$ cat src/rtl/uart_tx_fifo_rd.sv
// UART transmitter that pops bytes from a non-FWFT synchronous FIFO and
// serialises them as start / data (LSB first) / optional parity / stop bits.
module uart_tx_fifo_rd #(
  parameter int DataWidth  = 8,
  parameter int ClksPerBit = 434,
  parameter int Parity     = 0,
  parameter int StopBits   = 1
) (
  input  logic                 i_clk,
  input  logic                 i_rst,
  input  logic                 i_enable,
  input  logic                 i_empty,
  input  logic [DataWidth-1:0] i_rd_data,
  output logic                 o_rd_en,
  output logic                 o_tx,
  output logic                 o_busy
);

  localparam int BaudW = (ClksPerBit > 1) ? $clog2(ClksPerBit) : 1;
  localparam int BitW  = $clog2(DataWidth + 1);

  localparam logic [BaudW-1:0] BaudLast = BaudW'(ClksPerBit - 1);
  localparam logic [BitW-1:0]  DataLast = BitW'(DataWidth - 1);
  localparam logic [BitW-1:0]  StopLast = BitW'(StopBits - 1);

  typedef enum logic [2:0] {
    S_IDLE,
    S_POP,
    S_LOAD,
    S_START,
    S_DATA,
    S_PARITY,
    S_STOP
  } state_t;

  state_t               r_state;
  state_t               w_state_next;
  logic [BaudW-1:0]     r_baud_cnt;
  logic [BaudW-1:0]     w_baud_cnt_next;
  logic [BitW-1:0]      r_bit_cnt;
  logic [BitW-1:0]      w_bit_cnt_next;
  logic [DataWidth-1:0] r_shift;
  logic [DataWidth-1:0] w_shift_next;
  logic                 r_parity;
  logic                 w_parity_next;
  logic                 r_tx;
  logic                 w_tx_next;
  logic                 r_rd_en;
  logic                 w_rd_en_next;
  logic                 r_busy;
  logic                 w_busy_next;
  logic                 w_baud_last;
  logic                 w_on_line;

  assign w_baud_last = (r_baud_cnt == BaudLast);
  assign w_on_line   = (r_state == S_START) || (r_state == S_DATA) ||
                       (r_state == S_PARITY) || (r_state == S_STOP);

  // State and all registered outputs
  always_ff @(posedge i_clk) begin
    if (i_rst) begin
      r_state    <= S_IDLE;
      r_baud_cnt <= '0;
      r_bit_cnt  <= '0;
      r_shift    <= '0;
      r_parity   <= 1'b0;
      r_tx       <= 1'b1;
      r_rd_en    <= 1'b0;
      r_busy     <= 1'b0;
    end else begin
      r_state    <= w_state_next;
      r_baud_cnt <= w_baud_cnt_next;
      r_bit_cnt  <= w_bit_cnt_next;
      r_shift    <= w_shift_next;
      r_parity   <= w_parity_next;
      r_tx       <= w_tx_next;
      r_rd_en    <= w_rd_en_next;
      r_busy     <= w_busy_next;
    end
  end

  always_comb begin
    w_state_next = r_state;
    case (r_state)
      S_IDLE:   if (i_enable && !i_empty) w_state_next = S_POP;
      S_POP:    w_state_next = S_LOAD;
      S_LOAD:   w_state_next = S_START;
      S_START:  if (w_baud_last) w_state_next = S_DATA;
      S_DATA: begin
        if (w_baud_last && (r_bit_cnt == DataLast))
          w_state_next = (Parity != 0) ? S_PARITY : S_STOP;
      end
      S_PARITY: if (w_baud_last) w_state_next = S_STOP;
      S_STOP:   if (w_baud_last && (r_bit_cnt == StopLast)) w_state_next = S_IDLE;
      default:  w_state_next = S_IDLE;
    endcase
  end

  // Counters, shift register and parity capture
  always_comb begin
    w_baud_cnt_next = '0;
    if (w_on_line && !w_baud_last)
      w_baud_cnt_next = r_baud_cnt + BaudW'(1);

    // Bit counter is reused for stop bits; it clears on every state change
    w_bit_cnt_next = r_bit_cnt;
    if (w_state_next != r_state)
      w_bit_cnt_next = '0;
    else if (w_baud_last && ((r_state == S_DATA) || (r_state == S_STOP)))
      w_bit_cnt_next = r_bit_cnt + BitW'(1);

    w_shift_next  = r_shift;
    w_parity_next = r_parity;
    if (r_state == S_LOAD) begin
      w_shift_next  = i_rd_data;
      w_parity_next = (Parity == 2) ? ~(^i_rd_data) : (^i_rd_data);
    end else if ((r_state == S_DATA) && w_baud_last) begin
      w_shift_next = r_shift >> 1;
    end
  end

  // Outputs are registered, so they are decoded from the upcoming state
  always_comb begin
    w_rd_en_next = (w_state_next == S_POP);
    w_busy_next  = (w_state_next != S_IDLE);
    w_tx_next    = 1'b1;
    case (w_state_next)
      S_START:  w_tx_next = 1'b0;
      S_DATA:   w_tx_next = w_shift_next[0];
      S_PARITY: w_tx_next = w_parity_next;
      default:  w_tx_next = 1'b1;
    endcase
  end

  assign o_rd_en = r_rd_en;
  assign o_tx    = r_tx;
  assign o_busy  = r_busy;

endmodule

$ cat config.mk
export PLATFORM = sky130hd
export DESIGN_NAME = uart_tx_fifo_rd
export DESIGN_NICKNAME = d
export VERILOG_FILES = /design/src/rtl/uart_tx_fifo_rd.sv
export SDC_FILE = /design/constraint.sdc
export NUM_CORES = 1
export LEC_CHECK = 0
export ABC_AREA = 1
export CAP_MARGIN = 10
export CORE_MARGIN = 5
export CORE_UTILIZATION = 36
export CTS_BUF_LIST = sky130_fd_sc_hd__clkbuf_8 sky130_fd_sc_hd__clkbuf_16
export DETAILED_ROUTE_END_ITERATION = 7
export GPL_TIMING_DRIVEN = 1
export HOLD_SLACK_MARGIN = 0.05
export PLACE_DENSITY = 0.64
export SLEW_MARGIN = 20
export SYNTH_ARGS = -nofsm -noshare
export SYNTH_HDL_FRONTEND = slang
export SYNTH_SLANG_ARGS = --single-unit
$ cat constraint.sdc
create_clock -name i_clk -period 4.6 [get_ports i_clk]
set_input_delay 1.15 -clock i_clk [delete_from_list [all_inputs] [get_ports i_clk]]
set_output_delay 1.15 -clock i_clk [all_outputs]
set_load 0.005 [all_outputs]
==> results.sh <==
export IMPL_initial_core_util_pct=36.96
export IMPL_antenna_found_initial=0
export IMPL_die_h_um=79.41
export IMPL_internal_power_w=0.0003712
export IMPL_cts_made_buffers=3
export IMPL_leakage_nw=0.8595
export IMPL_synthDominantCellAreaShare_pct=32.32
export IMPL_num_fill_cells=500
export IMPL_ys_seq_area_share_pct=32.32
export IMPL_syn_to_final_growth_pct=14.21
export IMPL_p_switching_w=0.0001373
export IMPL_postCtsSetupBuffers=0
export IMPL_crit_required_ps=4780
export IMPL_place_worst_setup_slack_ps=1982
export IMPL_htree_levels=1
export IMPL_seqCellArea_um2=560.5
export IMPL_vias=1539
export IMPL_synth_seq_cells=28
export IMPL_multi_input_area_um2=987.2
export IMPL_worst_pin_slew_ps=442.5
export IMPL_p_comb_share_pct=18.0
export IMPL_cts_sinks=28
export IMPL_syn_area_per_cell_um2=6.619
export IMPL_routed_via_density=4.636
export IMPL_clkPwrFrac_pct=30.6
export IMPL_drive_gt1_share_pct=12.59
export IMPL_synth_distinct_cells=31
export IMPL_core_um2=4692
export IMPL_rows=25
export IMPL_period_minus_slack_ps=2317
export IMPL_power_per_cell_area_nw_per_um2=256.8
export IMPL_wl_mm=3.329
export IMPL_fin_setup_tns_ps=0
export IMPL_path_max_fanout=10
export IMPL_synth_edf_count=0
export IMPL_crit_type="in2reg"
export IMPL_period_share_pct=50.37
export IMPL_globalRouteMet2Util_pct=20.20
export IMPL_power_frac_seq_pct=51.3
export IMPL_layout_nets=295
export IMPL_cts_resized_gates=0
export IMPL_dr_pass1_iters=4
export IMPL_fmax_ghz=0.4316
export IMPL_swShare_pct=27.01
export IMPL_overflow=0
export IMPL_synth_most_common_cell="nand2_1"
export IMPL_io_buffers=14
export IMPL_wl_per_cell_um=10.03
export IMPL_io_pins=15
export IMPL_setup_viol=0
export IMPL_route_detailed_drc=0
export IMPL_synth_area_leaders="dfxtp_1, nand2_1, inv_1"
export IMPL_die_w_um=79.41
export IMPL_drt_iter0_drc=46
export IMPL_cts_tree="built"
export IMPL_grt_pass1_wl_mm=5.968
export IMPL_skew_ps=2.205
export IMPL_met1_usage_pct=13.63
export IMPL_clock_root_buffer="clkbuf_8"
export IMPL_netlist_area_um2=1734
export IMPL_drv_slew=0
export IMPL_clk_pin_slew_worst_paths_ps=100
export IMPL_hold_buffers=0
export IMPL_dpl_cell_count=328
export IMPL_diodes=0
export IMPL_grt_max_degree=16
export IMPL_syn_num_nets=278
export IMPL_clk_path_buf_depth=2
export IMPL_hold_violations=0
export IMPL_ir_worst_vdd_mv=0.1809
export IMPL_maxSlewHeadroom_pct=70.46
export IMPL_status="complete, no violations"
export IMPL_synth_top_cells_by_count="nand2_1, inv_1, dfxtp_1"
export IMPL_grt_use_total_pct=11.90
export IMPL_drtAntennaViolNets=0
export IMPL_use_met3_pct=3.047
export IMPL_yosysTopAreaCell="dfxtp_1"
export IMPL_cp_start_kind="input port"
export IMPL_synthCells=262
export IMPL_synth_flop_cell="dfxtp_1"
export IMPL_grt_pass1_vias=1464
export IMPL_clk_latency_ps=280
export IMPL_final_cells=332
export IMPL_hold_class="reg2reg"
export IMPL_async_reset_ff_share_pct=0
export IMPL_endpoint_kind="flip-flop"
export IMPL_busiest_layer="met2"
export IMPL_maxCapViolations=0
export IMPL_gp_congestion=0.8008
export IMPL_grt_setup_unrepaired="false"
export IMPL_arrival_ps=2500
export IMPL_fp_dieArea_um2=6305
export IMPL_hpwl_mm=2.577
export IMPL_worst_slack_ps=2283
export IMPL_yosysWarnings=0
[logic make-up (layout without fill, tap and decap cells)]
| logic type | after synthesis | count (layout) | synth area share (%) |
|---|---|---|---|
| AND/OR/NAND/NOR | 155 | 155 | 43.65 |
| XOR/XNOR | 5 | 5 | 2.526 |
| AO/OA/AOI/OAI | 23 | 23 | 7.864 |
| adder cells (fa/ha/maj) | 4 | 4 | 2.886 |
| flip-flops | 28 | 28 | 32.32 |
| buffers and inverters | 47 | 63 | 10.75 |
[state kept, by name, indices dropped and copies added, names as in the netlist]
signal      count
o_busy          1
o_rd_en         1
o_tx            1
r_baud_cnt      9
r_bit_cnt       4
r_parity        1
r_shift         8
r_state         3
[path summary, 6_finish.rpt]
kind	from	end	slack, ps	cells past startpoint
setup / recovery	i_rst	o_busy	2280	5
hold / removal	r_shift[7]	r_shift[7]	470	2
setup reg to reg	r_state[2]	r_shift[3]	2990	8
hold reg to reg	r_shift[7]	r_shift[7]	470	2
[layout by cell type (no fill, tap or decap), drive strengths merged]
master / count
nand2: 89
a31oi: 7
clkdlybuf4s50: 14
nor2: 34
or2: 2
clkinv: 1
xor2: 3
and2: 1
a211oi: 1
nor4: 1
dfxtp: 28
nor3b: 4
clkbuf: 4
nand3: 19
a21oi: 7
nor3: 2
a22oi: 1
ha: 4
xnor2: 2
nand4: 3
o21ai: 7
inv: 44
[metrics by stage]
stage                     area [um^2]  utilization [%]  hold slack, ps  total power [W]
after global placement           1926            41.04           449.5        0.0003582
after floorplan                  1734                -           433.4        0.0003277
after detailed placement         1926            41.04           458.3        0.0003594
final                            1981            42.21           471.1        0.0005085
after CTS                        1981            42.21           472.5        0.0005198
after global routing             1981            42.21           512.6        0.0005426
[layer usage]
metal	routed length [um]	vias to the layer above
met5	0	-
met4	90	0
met3	137	7
met2	1444	22
met1	1657	663
li1	-	847
[power groups by stage]
stage | Sequential [W] | Clock (W) | Combinational, W
4_1_cts | 0.000261 | 0.000166 | 0.0000930
3_5_place_dp | 0.000267 | 0 | 0.0000928
6_report | 0.000261 | 0.000156 | 0.0000917
2_1_floorplan | 0.000265 | 0 | 0.0000626
3_3_place_gp | 0.000267 | 0 | 0.0000916
5_1_grt | 0.000263 | 0.000175 | 0.000104
[critical path, stage by stage]
cell and delay (ps):
clkdlybuf4s50_1 710, inv_1 180, nand2_1 150, nand2_1 80
or2_1 220
[layout make-up]
cell class	instances	share of cell area (%)
multi-input cells	187	49.84
flip-flops and latches	28	28.30
inverters	45	8.591
repair buffers	14	7.075
well taps	54	3.411
clock buffers	4	2.780
Power figures use the tool's default switching activity.
